--- src/rtl/alu_sequencer_pkg.sv ---
// Shared opcode and FSM state encodings for the ALU sequencer, its MUL
// datapath and any bench that drives it.
package alu_sequencer_pkg;

    typedef enum logic [2:0] {
        OP_ADD = 3'b000,
        OP_SUB = 3'b001,
        OP_AND = 3'b010,
        OP_OR  = 3'b011,
        OP_XOR = 3'b100,
        OP_SHL = 3'b101,
        OP_SHR = 3'b110,
        OP_MUL = 3'b111
    } op_e;

    typedef enum logic [1:0] {
        ST_IDLE  = 2'd0,
        ST_FETCH = 2'd1,
        ST_EXEC  = 2'd2,
        ST_WB    = 2'd3
    } state_e;

endpackage

--- src/rtl/alu_mul_seq.sv ---
// Shift-add multiplier: one multiplier bit per cycle, DATA_W cycles per product,
// double-width accumulator.
module alu_mul_seq #(
    parameter int DATA_W = 16
) (
    input  logic                  clk,
    input  logic                  rst,
    input  logic                  start_i,
    input  logic [DATA_W-1:0]     a_i,
    input  logic [DATA_W-1:0]     b_i,
    output logic                  done_o,
    output logic [2*DATA_W-1:0]   product_o
);
    localparam int CNT_W = $clog2(DATA_W);

    logic [2*DATA_W-1:0] acc_q, acc_d, mcand_q, addend;
    logic [DATA_W-1:0]   mplier_q;
    logic [CNT_W-1:0]    cnt_q;
    logic                run_q;

    assign addend = mplier_q[0] ? mcand_q : '0;
    assign acc_d  = acc_q + addend;

    // Done flags the final step so the caller can take acc_d on the same edge.
    assign done_o    = run_q && (cnt_q == CNT_W'(DATA_W - 1));
    assign product_o = acc_d;

    always_ff @(posedge clk or posedge rst) begin
        if (rst) begin
            acc_q    <= '0;
            mcand_q  <= '0;
            mplier_q <= '0;
            cnt_q    <= '0;
            run_q    <= 1'b0;
        end else if (start_i) begin
            acc_q    <= '0;
            mcand_q  <= {{DATA_W{1'b0}}, a_i};
            mplier_q <= b_i;
            cnt_q    <= '0;
            run_q    <= 1'b1;
        end else if (run_q) begin
            acc_q    <= acc_d;
            mcand_q  <= mcand_q << 1;
            mplier_q <= mplier_q >> 1;
            cnt_q    <= cnt_q + 1'b1;
            if (cnt_q == CNT_W'(DATA_W - 1)) run_q <= 1'b0;
        end
    end

endmodule

--- src/rtl/alu_sequencer.sv ---
// Multi-cycle ALU sequencer: accepts one instruction, reads two registers,
// executes (1 cycle, or DATA_W cycles for MUL) and writes the result back.
module alu_sequencer
    import alu_sequencer_pkg::*;
#(
    parameter int DATA_W = 16,
    parameter int ADDR_W = 3
) (
    input  logic              clk,
    input  logic              rst,
    input  logic              instrValid,
    output logic              instrReady,
    input  logic [2:0]        instrOp,
    input  logic [ADDR_W-1:0] instrRd,
    input  logic [ADDR_W-1:0] instrRs1,
    input  logic [ADDR_W-1:0] instrRs2,
    output logic [ADDR_W-1:0] regOut1Addr,
    output logic [ADDR_W-1:0] regOut2Addr,
    input  logic [DATA_W-1:0] regOut1,
    input  logic [DATA_W-1:0] regOut2,
    output logic [DATA_W-1:0] regIn,
    output logic [ADDR_W-1:0] regInAddr,
    output logic              regInWE,
    output logic              busy,
    output logic              done,
    output logic              flagZ,
    output logic              flagC
);
    state_e              state_q;
    op_e                 op_q;
    logic [ADDR_W-1:0]   rd_q, rs1_q, rs2_q, wb_addr_q;
    logic [DATA_W-1:0]   a_q, b_q, wb_data_q;
    logic                we_q, done_q, busy_q, z_q, c_q;

    logic [DATA_W-1:0]   alu_res;
    logic                alu_c;
    logic                mul_start, mul_done;
    logic [2*DATA_W-1:0] mul_prod;

    assign instrReady  = (state_q == ST_IDLE);
    assign regOut1Addr = rs1_q;
    assign regOut2Addr = rs2_q;
    assign regIn       = wb_data_q;
    assign regInAddr   = wb_addr_q;
    assign regInWE     = we_q;
    assign done        = done_q;
    assign busy        = busy_q;
    assign flagZ       = z_q;
    assign flagC       = c_q;

    // The multiplier captures the register-file data directly at the end of FETCH.
    assign mul_start = (state_q == ST_FETCH) && (op_q == OP_MUL);

    alu_mul_seq #(.DATA_W(DATA_W)) u_mul (
        .clk       (clk),
        .rst       (rst),
        .start_i   (mul_start),
        .a_i       (regOut1),
        .b_i       (regOut2),
        .done_o    (mul_done),
        .product_o (mul_prod)
    );

    always_comb begin
        alu_res = '0;
        alu_c   = 1'b0;
        case (op_q)
            OP_ADD: {alu_c, alu_res} = {1'b0, a_q} + {1'b0, b_q};
            OP_SUB: {alu_c, alu_res} = {1'b0, a_q} - {1'b0, b_q};
            OP_AND: alu_res = a_q & b_q;
            OP_OR:  alu_res = a_q | b_q;
            OP_XOR: alu_res = a_q ^ b_q;
            OP_SHL: {alu_c, alu_res} = {a_q, 1'b0};
            OP_SHR: {alu_res, alu_c} = {1'b0, a_q};
            OP_MUL: begin
                alu_res = mul_prod[DATA_W-1:0];
                alu_c   = |mul_prod[2*DATA_W-1:DATA_W];
            end
            default: ;
        endcase
    end

    always_ff @(posedge clk or posedge rst) begin
        if (rst) begin
            state_q   <= ST_IDLE;
            op_q      <= OP_ADD;
            rd_q      <= '0;
            rs1_q     <= '0;
            rs2_q     <= '0;
            a_q       <= '0;
            b_q       <= '0;
            wb_data_q <= '0;
            wb_addr_q <= '0;
            we_q      <= 1'b0;
            done_q    <= 1'b0;
            busy_q    <= 1'b0;
            z_q       <= 1'b0;
            c_q       <= 1'b0;
        end else begin
            we_q   <= 1'b0;
            done_q <= 1'b0;
            case (state_q)
                ST_IDLE: if (instrValid) begin
                    op_q    <= op_e'(instrOp);
                    rd_q    <= instrRd;
                    rs1_q   <= instrRs1;
                    rs2_q   <= instrRs2;
                    busy_q  <= 1'b1;
                    state_q <= ST_FETCH;
                end
                ST_FETCH: begin
                    a_q     <= regOut1;
                    b_q     <= regOut2;
                    state_q <= ST_EXEC;
                end
                ST_EXEC: if (op_q != OP_MUL || mul_done) begin
                    wb_data_q <= alu_res;
                    wb_addr_q <= rd_q;
                    we_q      <= 1'b1;
                    done_q    <= 1'b1;
                    z_q       <= (alu_res == '0);
                    c_q       <= alu_c;
                    state_q   <= ST_WB;
                end
                ST_WB: begin
                    busy_q  <= 1'b0;
                    state_q <= ST_IDLE;
                end
                default: state_q <= ST_IDLE;
            endcase
        end
    end

endmodule

--- config.mk ---
export PLATFORM = sky130hd
export DESIGN_NAME = alu_sequencer
export DESIGN_NICKNAME = d
export VERILOG_FILES = /design/src/rtl/alu_sequencer_pkg.sv /design/src/rtl/alu_mul_seq.sv /design/src/rtl/alu_sequencer.sv
export SDC_FILE = /design/constraint.sdc
export NUM_CORES = 1
export LEC_CHECK = 0
export BUFFER_PORTS_ARGS = -buffer_cell sky130_fd_sc_hd__buf_4
export CAP_MARGIN = 20
export CORE_MARGIN = 1.5
export CORE_UTILIZATION = 28
export DETAILED_ROUTE_END_ITERATION = 8
export MAX_ROUTING_LAYER = met4
export PLACE_DENSITY = 0.43
export SYNTH_ARGS = -nofsm -noshare
export SYNTH_HDL_FRONTEND = slang
export SYNTH_HIERARCHICAL = 1
export SYNTH_SLANG_ARGS = --single-unit
--- constraint.sdc ---
create_clock -name clk -period 5.57 [get_ports clk]
set_input_delay 0.2785 -clock clk [delete_from_list [all_inputs] [get_ports clk]]
set_output_delay 0.2785 -clock clk [all_outputs]
set_load 0.03 [all_outputs]
# Word-level counts from Yosys, hierarchy flattened
# Cells that the tools add are included.
dict set report word_totals {
  regBits 154
  in_bits 47
}
dict set report classes {
  eq_ne 14
  n_addsub 4
  mux 21
  bitwise_logic 3
  n_reduce_logical 13
}
# operator n
set op_table {}
lappend op_table {{$mux W32} 5}
lappend op_table {{$pmux W16 S8} 1}
lappend op_table {{$add A32 B32 Y32} 1}
lappend op_table {{$mux W16} 2}
lappend op_table {{$add A16 B16 Y17} 1}
lappend op_table {{$sub A16 B16 Y17} 1}
lappend op_table {{$and A16 B16 Y16} 1}
lappend op_table {{$logic_not A16 Y1} 1}
lappend op_table {{$or A16 B16 Y16} 1}
lappend op_table {{$reduce_or A16 Y1} 1}
lappend op_table {{$xor A16 B16 Y16} 1}
lappend op_table {{$eq A3 B3 Y1 const B} 4}
lappend op_table {{$mux W4} 2}
lappend op_table {{$pmux W2 S4} 1}
lappend op_table {{$reduce_and A2 Y1} 4}
lappend op_table {{$eq A3 B2 Y1 const B} 2}
lappend op_table {{$mux W1} 6}
lappend op_table {{$pmux W1 S5} 1}
lappend op_table {{$add A4 B1 Y4 const B} 1}
lappend op_table {{$eq A2 B2 Y1 const B} 2}
lappend op_table {{$eq A4 B4 Y1 const B} 1}
lappend op_table {{$mux W2} 2}
lappend op_table {{$ne A2 B2 Y1 const B} 2}
lappend op_table {{$reduce_bool A2 Y1} 2}
lappend op_table {{other kinds (8)} 9}

# Depth between registers and ports, before layout
# Gate-level depths: netlist of run 1.
dict set report logic_depth {
  word_depth 5
  depth_mapped 20
  ltp_nobuf 19
}

# By module
# Netlist of run 1, hierarchy kept.
# mod instances seq_area_each_um2 area_each_um2 cells_each
set by_module_without_submodules {}
lappend by_module_without_submodules {alu_mul_seq 1 2127.0 5740.5 643}
lappend by_module_without_submodules {alu_sequencer 1 1726.7 5565.3 655}

# Worst setup path after synthesis of run 1
# No wires, ideal clock.
dict set report synth_path {
  path_type {register -> register}
  from {register u_mul.mplier_q[0]}
  to {register z_q, in the netlist flagZ}
  setup_ps 68
  stages_incl_launch_ff 21
  t_arrival_ps 3785
  n_path_buf 1
  required_ps 5502
  path_slack_ps 1717
  period_less_slack_ps 3853
  cell_sequence {dfrtp_1 -> clkbuf_1 -> and2_1 -> ha_1 -> a21o_1 -> a21oi_1 -> a21boi_0 -> o21ai_0 -> a21boi_0 -> o21ai_0 -> nor2b_1 -> xnor2_1 -> mux2_2 -> a22oi_1 -> o221ai_1 -> a41oi_1 -> a22oi_1 -> a311oi_1 -> o2111ai_1 -> nor4_2 -> a32o_1}
}
dict set report synth_between {
  elab_chain_len 4
}
# element line
set synth_rtl {}
lappend synth_rtl {{start: declaration} alu_mul_seq.sv:17} ;# logic [DATA_W-1:0] mplier_q;
lappend synth_rtl {{start signal: assignment} alu_mul_seq.sv:38} ;# mplier_q <= b_i;
lappend synth_rtl {{start signal: assignment} alu_mul_seq.sv:44} ;# mplier_q <= mplier_q >> 1;
lappend synth_rtl {{$mux W32} alu_mul_seq.sv:21} ;# assign addend = mplier_q[0] ? mcand_q : '0;
lappend synth_rtl {{$add A32 B32 Y32} alu_mul_seq.sv:22} ;# assign acc_d = acc_q + addend;
lappend synth_rtl {{net mul_prod[9]} alu_sequencer.sv:38} ;# logic [2*DATA_W-1:0] mul_prod;
lappend synth_rtl {{$pmux W16 S8} alu_sequencer.sv:67} ;# case (op_q)
lappend synth_rtl {{$logic_not A16 Y1} alu_sequencer.sv:121} ;# z_q <= (alu_res == '0);
lappend synth_rtl {{end signal: assignment} alu_sequencer.sv:121}
lappend synth_rtl {{end: declaration} alu_sequencer.sv:33} ;# logic we_q, done_q, busy_q, z_q, c_q;
# The timed path passes the listed nets, and every way through them passes these cells.
# A chain may end at the register's enable or synchronous reset.

# Worst setup path after layout of run 1
dict set report layout_path {
  from {register u_mul.mplier_q[0]}
  to {register c_q, in the netlist flagC}
}
dict set report layout_between {
  elab_chain_len 4
}
# element line
set layout_rtl {}
lappend layout_rtl {{$mux W32} alu_mul_seq.sv:21}
lappend layout_rtl {{$add A32 B32 Y32} alu_mul_seq.sv:22}
lappend layout_rtl {{net mul_prod[26]} alu_sequencer.sv:38}
lappend layout_rtl {{$reduce_or A16 Y1} alu_sequencer.sv:77} ;# alu_c = |mul_prod[2*DATA_W-1:DATA_W];
lappend layout_rtl {{$pmux W1 S5} alu_sequencer.sv:67}
lappend layout_rtl {{end signal: assignment} alu_sequencer.sv:122} ;# c_q <= alu_c;
lappend layout_rtl {{end: declaration} alu_sequencer.sv:33}
# The timed path passes the listed nets, and every way through them passes these cells.

==> impl_metrics.ini, run 1 <==
[status]
status = complete, no violations

[grt]
grt_overflow_total = 0
antenna_found_initial = 0
grt.total_usage_pct = 17.3
grt_max_degree = 76
grt_pass1_vias = 9422
grt_pass1_wl_um = 54600

[detailed_routing]
drt_iter0_drc = 621
first_pass_iters = 6
wirelength_um = 34300
ant_nets = 0
wl_per_cell_um = 18.3
vias = 9565
drc = 0
viasPerCell = 5.10

[sta]
skew_ps = 17.4
drv_slew = 0
max_slew_margin_pct = 39.2
fmax_ghz = 0.213
final.period_utilization_pct = 84.2
tightest_slew_ps = 912
tns_ps = 0
setup_viol = 0
rsz0062_at_grt = no
finalHoldViolations = 0
period_needed_ps = 4690

[critical_path]
startpoint_type = flop
worstPathArrival_ps = 5020
cp-end-kind = flop
worstPathMaxFanout = 18
crit-reg2reg-launch = u_mul/mplier_q[0]$_DFFE_PP0P_
r2r-end = flagC$_DFFE_PP0P_
critical_path.startpoint = u_mul/mplier_q[0]$_DFFE_PP0P_
path_class = reg -> reg
r2r_cells = 18
rrSetupSlack_ps = 880
required_ps = 5900
cp-endpoint = flagC$_DFFE_PP0P_

[cts]
ctsLongestPathBuffers = 2
cts_made_buffers = 17
tritoncts = yes
post_cts_buffers = 0
path_clk_slew_ps = 80
htree_levels = 4
clock_sink_count = 154
worstSkewPairLatency_ps = 460
cts_resized = 0
root_buffer = clkbuf_16

[worst_hold_path]
hold_class = in -> reg
hold_path_depth = 3

[placement]
place_hpwl_um = 25300
numPortBuffers = 77
gp_congestion = 0.884

[synthesis]
syn_nets = 1432
synth_area_leaders = dfrtp_1 (34%), ha_1 (9.3%), mux2i_1 (6.8%)
yosysWarningCount = 6
synthesis.area_sq_um = 11300
synthCells = 1298
ys_ff_latch = 154
synth_most_common_cell = dfrtp_1
ys_seq_area_share_pct = 34.1
synth_edf_count = 0
synth-main-ff-cell = dfrtp_1
avgSynthCellArea_sq_um = 8.71
async_reset_ff_share_pct = 100
synth_cell_types = 88
synth_top_cells_by_count = dfrtp_1 (154), nand2_1 (150), o21ai_0 (116), nor2_1 (109), ha_1 (84)
synth_top_area_share_pct = 34.1
yosys.area.top_type = dfrtp_1

[final_layout]
area_delta_synth_final_pct = 14.9
nets = 1470
layout-drive-gt1-share_pct = 13.4
antenna_cells = 0
fillCellCount = 4245
post-route-util_pct = 32.6

[floorplanning]
pin_count = 78
start_util_pct = 28.4
die_area_sq_um = 41600
die_h_um = 204
fp.coreArea_sq_um = 39800
chipWidth_um = 204
rows = 73

[job]
drv_cap = 0

[power]
leakage_nw = 5.91
cellPowerDensity_nw_per_um2 = 703
peakVddDrop_mv = 0.265
stage by stage:
step	total power [mW]	area, sq um	setup slack [ps]	hold WS (ps)	instances
2_1_floorplan	6.35	11300	1720	395	1298
3_3_place_gp	7.95	12400	927	214	1840
3_5_place_dp	7.95	12400	819	215	1840
4_1_cts	9.20	13000	774	26.1	1873
5_1_grt	9.94	13000	457	37.1	1874
6_report	9.13	13000	880	50.7	1874
critical path, cell delays in order (launching register included):
cell      delay (ps)
dfrtp_1          600
and2_1           280
ha_1             200
fa_1             420
a211oi_1         290
o21bai_1         150
a21oi_2          250
nor4_1           100
nor2_1           350
o21ai_0          220
nor2_1           150
xnor2_1           80
nor4_1           390
nand4_1          290
mux2i_1          200
o21ai_0           90
a22o_1           180
a211oi_1         200
o21ai_0           90
final cells by class:
cell class,count,area [sq um],share of cell area (%)
Multi-Input combinational cell,997,6870,52.9
Inverter,66,250,1.93
Tap cell,525,657,5.06
Timing Repair Buffer,100,773,5.95
Clock inverter,15,156,1.20
Sequential cell,154,3860,29.7
Clock buffer,17,425,3.27
what timing repair did:
| action | 4_1_cts | 5_1_grt |
|---|---|---|
| setup endpoints to repair | 0 | 0 |
| hold buffers | 1 | 0 |
| endpoints found under the hold margin | 10 | 0 |
layer usage:
layer  share of wire [%]  global-route usage [%]
met5                   0                       -
met4                 1.4                    4.75
met3                 3.4                    2.60
met2                  47                    27.4
met1                  48                    23.0
flip-flops by register name, summed over array words and instances (netlist names):
register and count:
u_mul/acc_q 32, busy 1, flagC 1, regOut2Addr 3
rd_q 3, done 1, flagZ 1, op_q 3
u_mul/mcand_q 32, regOut1Addr 3, regIn 16, regInAddr 3
u_mul/mplier_q 16, a_q 16, b_q 16, u_mul/run_q 1
state_q 2, u_mul/cnt_q 4
layout by cell type (no fill, tap or decap), types with 5 or more instances in the layout:
cell type	count
dfrtp_1	152
nand2_1	150
o21ai_0	116
nor2_1	108
buf_4	98
ha_1	83
mux2i_1	77
a21oi_1	69
inv_1	62
and2_1	34
a21o_1	23
xnor2_1	21
nand3_1	20
nor3_1	19
mux2_2	17
clkbuf_16	17
nand2b_1	16
xor2_1	15
a211oi_1	14
nor2b_1	13
nor4_1	11
nand4_1	11
a22oi_1	10
o31ai_1	10
o211ai_1	10
a211o_1	8
a31oi_1	7
o21a_1	6
mux4_2	6
nand4b_1	6
o22ai_1	5
o21bai_1	5
nand3b_1	5
a22o_1	5
worst min-delay path by stage:
stage,start,endpoint,slack (ps)
after global routing,instrOp[1],op_q[1]$_DFFE_PP0P_,40
after global placement,rst,u_mul/mplier_q[6]$_DFFE_PP0P_,210
final,regOut2[1],b_q[1]$_DFFE_PP0N_,50
after floorplan,regOut1[15],a_q[15]$_DFFE_PP0N_,400
after detailed placement,rst,u_mul/mplier_q[6]$_DFFE_PP0P_,210
after CTS,regOut2[1],b_q[1]$_DFFE_PP0N_,30
report_power, final:
part           internal, mW  switching (mW)
sequential             1.65           0.522
clock                 0.632           0.555
combinational          2.29            3.49
total                  4.57            4.56
logic make-up (layout without fill, tap and decap cells):
| logic type | Yosys count | count (layout) | synth area share, % |
|---|---|---|---|
| compound gates | 353 | 353 | 20.5 |
| fa+ha+maj | 87 | 87 | 9.83 |
| simple gates | 420 | 420 | 17.7 |
| mux | 101 | 101 | 9.84 |
| flops | 154 | 154 | 34.1 |
| buf+inv | 147 | 198 | 5.27 |
| xor+xnor | 36 | 36 | 2.79 |
(Power assumes the default switching activity.)
==> inputs of run 2 (changes only) <==
clock period = 4.85 ns   (was 5.57 ns; I/O delays follow)
==> run 2 against run 1 <==
Against the previous run: final cell count is 0.96% higher; hold slack got worse by 20 ps; sequential cell count stayed put; die area did not move; clock skew fell by 5.4 ps; first-iteration DRC count rose by 1.3%; largest power group unchanged.
==> impl_metrics.ini, run 2 (synthesis results as in run 1) <==
[sta]
drv_slew = 0
finalHoldViolations = 0
tightest_slew_ps = 902
fmax_ghz = 0.222
period_needed_ps = 4500
tns_ps = 0
final.period_utilization_pct = 92.8
rsz0062_at_grt = no
max_slew_margin_pct = 39.6
setup_viol = 0
skew_ps = 11.9

[critical_path]
rrSetupSlack_ps = 350
slowest_stage = dfrtp_1
cp-end-kind = flop
worstPathArrival_ps = 4830
path_class = reg -> reg
path_buf_inv = 1
critPathTopFamily = simple AND/OR/NAND/NOR gates
max_stage_delay_ps = 490
crit-reg2reg-launch = u_mul/mplier_q[0]$_DFFE_PP0P_
crit_path_cell_trace = buf_4 > and2_1 > ha_1 > nand4_1 > nor2_1 > nand4b_1 > a21oi_1 > o211ai_1 > a211oi_2 > nor2b_1 > xnor2_1 > nor4_1 > nand4_1 > mux2i_1 > o21ai_0 > a22o_1 > a211oi_1 > o21ai_0
required_ps = 5170
worstPathMaxFanout = 16
r2r_cells = 18
r2r-end = flagC$_DFFE_PP0P_
startpoint_type = flop

[grt]
grt_pass1_vias = 9524
antenna_found_initial = 0
grt_overflow_total = 0
grt.total_usage_pct = 17.4
grt_pass1_wl_um = 54800
grt_max_degree = 106

[cts]
htree_levels = 4
cts_made_buffers = 17
root_buffer = clkbuf_16
tritoncts = yes
clock_sink_count = 154
worstSkewPairLatency_ps = 450
path_clk_slew_ps = 70
ctsLongestPathBuffers = 2

[detailed_routing]
vias = 9524
wl_per_cell_um = 18.0
viasPerCell = 5.03
wirelength_um = 34000
first_pass_iters = 5
drc = 0
ant_nets = 0
drt_iter0_drc = 629

[final_layout]
layout_commonest_cell = dfrtp_1
post-route-util_pct = 33.3
layout_common_cells = dfrtp_1 (152), nand2_1 (150), o21ai_0 (115), nor2_1 (107), buf_4 (95)
layout-drive-gt1-share_pct = 13.2
area_delta_synth_final_pct = 17.4
instances_no_fill = 1892
antenna_cells = 0
design_area_sq_um = 13300
top_regs = u_mul/acc_q x32, u_mul/mcand_q x32
nets = 1488

[worst_hold_path]
worstHoldStart = regOut2[4]
hold_class = in -> reg
holdPathEnd = u_mul/mplier_q[4]$_DFFE_PP0P_
hold_path_depth = 3

[placement]
gp_congestion = 0.877
dpl_cell_area_sq_um = 12400
numPortBuffers = 77
dp.cells = 1838
place_hpwl_um = 25300

[power]
cellPowerDensity_nw_per_um2 = 803
internal-power_mw = 5.49
peakVddDrop_mv = 0.280
netSwitchingPower_mw = 5.17
pwr-share-clk_pct = 14.4
switching_share_pct = 48.5
pwr-share-seq_pct = 23.0
leakage_nw = 6.01
pwr-share-comb_pct = 62.6
p_total_mw = 10.7

[floorplanning]
die_area_sq_um = 41600
start_util_pct = 28.4
rows = 73
pin_count = 78
die_h_um = 204
fp.coreArea_sq_um = 39800
chipWidth_um = 204

[job]
drv_cap = 0

[status]
status = complete, no violations
## run 2: area by class of cell
| class | count | area [sq um] |
|---|---|---|
| inverter | 66 | 250 |
| fill | 4254 | 26600 |
| multi-input combinational | 997 | 6890 |
| clock inverter | 12 | 209 |
| sequential | 154 | 3860 |
| timing repair buffer | 118 | 953 |
| clock buffer | 20 | 457 |
| tap | 525 | 657 |
## run 2: layer usage
metal  track usage [%]  part of all wire [%]  up-vias
li1                  -                     -     4732
met1              23.8                    50     4636
met2              26.9                    46      137
met3              2.84                   2.8       19
met4              4.07                  0.91        0
met5                 -                     0        -
## run 2: metrics by stage
stage          setup WS (ps)  hold slack (ps)
2_1_floorplan            997              359
3_3_place_gp             297              445
3_5_place_dp             266              443
4_1_cts                  228             1.06
5_1_grt                 37.2             17.5
6_report                 347             30.6
## run 2: tightest hold or removal path: stages
cell,delay [ps]
buf_4,90
nand2_1,40
o21ai_0,60
## run 2: worst max path at each step
stage                                             start           endpoint  slack (ps)  cells after the start
after floorplan           u_mul/mplier_q[0]$_DFFE_PP0P_  flagZ$_DFFE_PP0P_        1000                     20
after detailed placement  u_mul/mplier_q[0]$_DFFE_PP0P_  flagC$_DFFE_PP0P_         270                     18
after CTS                 u_mul/mplier_q[0]$_DFFE_PP0P_  flagC$_DFFE_PP0P_         230                     18
after global placement    u_mul/mplier_q[0]$_DFFE_PP0P_  flagC$_DFFE_PP0P_         300                     17
after global routing      u_mul/mplier_q[0]$_DFFE_PP0P_  flagC$_DFFE_PP0P_          40                     18
final                     u_mul/mplier_q[0]$_DFFE_PP0P_  flagC$_DFFE_PP0P_         350                     18
## run 2: timing repair
action | in CTS | in global routing
resized for setup | 0 | 5
buffers inserted | 0 | 0
hold endpoints to repair | 66 | 0
endpoints found under the setup margin | 0 | 1
hold buffers | 22 | 0
## run 2: power groups by stage
stage / clock network (mW) / logic [mW] / registers [mW]
6_report: 1.53 / 6.67 / 2.45
5_1_grt: 1.63 / 7.43 / 2.56
4_1_cts: 1.58 / 6.66 / 2.47
3_5_place_dp: 0 / 6.61 / 2.49
3_3_place_gp: 0 / 6.61 / 2.49
2_1_floorplan: 0 / 4.86 / 2.44
==> inputs of run 3 (changes only) <==
CORE_MARGIN = 4   (was 1.5)
GPL_TIMING_DRIVEN = 1   (was not set)
==> run 3 against run 2 <==
Against the previous run: count of clock-buffer cells in the layout did not move; critical path depth fell by 1; setup slack improved by 58 ps; combinational power barely moved; fmax rose by 1.3%; routed wire length fell by 0.74%; final cell count fell by 0.85%; sequential cell count did not move; critical path type unchanged; design area fell by 1.4%.
==> impl_metrics.ini, run 3 (synthesis results as in run 1) <==
[final_layout]
area_delta_synth_final_pct = 15.7
layout_commonest_cell = dfrtp_1
top_regs = u_mul/acc_q x32, u_mul/mcand_q x32
layout-drive-gt1-share_pct = 13.4
antenna_cells = 0
instances_no_fill = 1876
layout_common_cells = dfrtp_1 (152), nand2_1 (150), o21ai_0 (116), nor2_1 (108), buf_4 (99)
nets = 1472

[detailed_routing]
first_pass_iters = 5
wirelength_um = 33800
drt_iter0_drc = 761
vias = 9347
viasPerCell = 4.98
drc = 0
wl_per_cell_um = 18.0
ant_nets = 0

[cts]
post_cts_buffers = 0
cts_made_buffers = 17
tritoncts = yes
htree_levels = 4
ctsLongestPathBuffers = 2
worstSkewPairLatency_ps = 440
root_buffer = clkbuf_16
clock_sink_count = 154
path_clk_slew_ps = 70

[sta]
skew_ps = 15.0
fmax_ghz = 0.225
tns_ps = 0
finalHoldViolations = 0
rsz0062_at_grt = no
tightest_slew_ps = 894
setup_viol = 0
period_needed_ps = 4440
drv_slew = 0
final.period_utilization_pct = 91.6
max_slew_margin_pct = 40.4

[critical_path]
startpoint_type = flop
path_class = reg -> reg
worstPathMaxFanout = 27
required_ps = 5160
cp-end-kind = flop
worstPathArrival_ps = 4760

[grt]
grt_max_degree = 91
grt_pass1_wl_um = 54300
antenna_found_initial = 0
grt_pass1_vias = 9394
grt.total_usage_pct = 15.9
grt_overflow_total = 0

[floorplanning]
die_area_sq_um = 43700
pin_count = 78
start_util_pct = 28.4
chipWidth_um = 209
fp.coreArea_sq_um = 39800
die_h_um = 209
rows = 73

[worst_hold_path]
hold_class = in -> reg

[placement]
dp.cells = 1842
numPortBuffers = 77
gp_congestion = 0.837
place_hpwl_um = 25100

[status]
status = complete, no violations

[power]
cellPowerDensity_nw_per_um2 = 811
p_total_mw = 10.6
peakVddDrop_mv = 0.236
leakage_nw = 5.95

[job]
drv_cap = 0
==> run 3: changes by cell type in the layout (fill, tap and decap cells not counted), sizes merged <==
cell	previous run	this run
dlygate4sd3	22	2
clkinv	6	7
buf	96	100
clkinvlp	2	1
==> run 3: what timing repair did <==
item / in CTS / in global routing
resized for setup: 0 / 1
setup endpoints to repair: 0 / 1
hold endpoints to repair: 36 / 0
hold buffers: 2 / 0
==> run 3: per-stage QoR <==
stage	cell area (sq um)	worst slack, ps	util (%)	hold slack [ps]
4_1_cts	13100	351	32.8	2.35
6_report	13100	405	32.9	30.0
5_1_grt	13100	1.27	32.9	0.466
3_3_place_gp	12400	447	31.1	442
3_5_place_dp	12400	367	31.1	446
2_1_floorplan	11300	997	-	359
==> run 3: cell type report <==
class                           count  area [sq um]
Fill cell                        4232         26700
Tap cell                          525           657
Inverter                           66           250
Clock inverter                     12           213
Clock buffer                       20           447
Sequential cell                   154          3860
Multi-Input combinational cell    997          6880
Timing Repair Buffer              102           783
==> run 3: worst max-delay path, cell delays in order (launching register included) <==
cell and delay (ps):
dfrtp_1 440, buf_4 240, and2_1 190, ha_1 470
nand4_2 170, nor2_2 140, a21boi_2 240, nor3_2 90
o31a_1 370, o21ai_0 480, xor2_1 140, nor4_1 330
nand4_1 250, mux2i_1 190, o21ai_0 90, a22o_1 200
a211oi_1 190, o21ai_0 90
==> run 3: layer usage <==
metal  vias up  track usage, %  wire (um)
met2       143            24.5      15500
met5         -               -          0
li1       4698               -          -
met1      4480            22.3      17000
met4         0            3.62        520
met3        26            2.36        849
==> run 3: power breakdown <==
group          internal (mW)  leakage [nW]  switching (mW)
Clock                  0.937         0.317           0.597
Sequential              1.90          1.92           0.500
Combinational           2.64          3.72            4.04
==> run 3: worst paths after layout <==
path,startpoint,to,slack (ps),depth (start not counted)
min,regOut2[4],u_mul/mplier_q[4]$_DFFE_PP0P_,30,3
max,u_mul/mplier_q[0]$_DFFE_PP0P_,flagC$_DFFE_PP0P_,410,17
min in group asynchronous,rst,u_mul/mplier_q[4]$_DFFE_PP0P_,510,3
max in group asynchronous,rst,u_mul/acc_q[20]$_DFFE_PP0P_,3260,4
max reg2reg,u_mul/mplier_q[0]$_DFFE_PP0P_,flagC$_DFFE_PP0P_,410,17
min reg2reg,rd_q[1]$_DFFE_PP0P_,regInAddr[1]$_DFFE_PP0P_,460,2
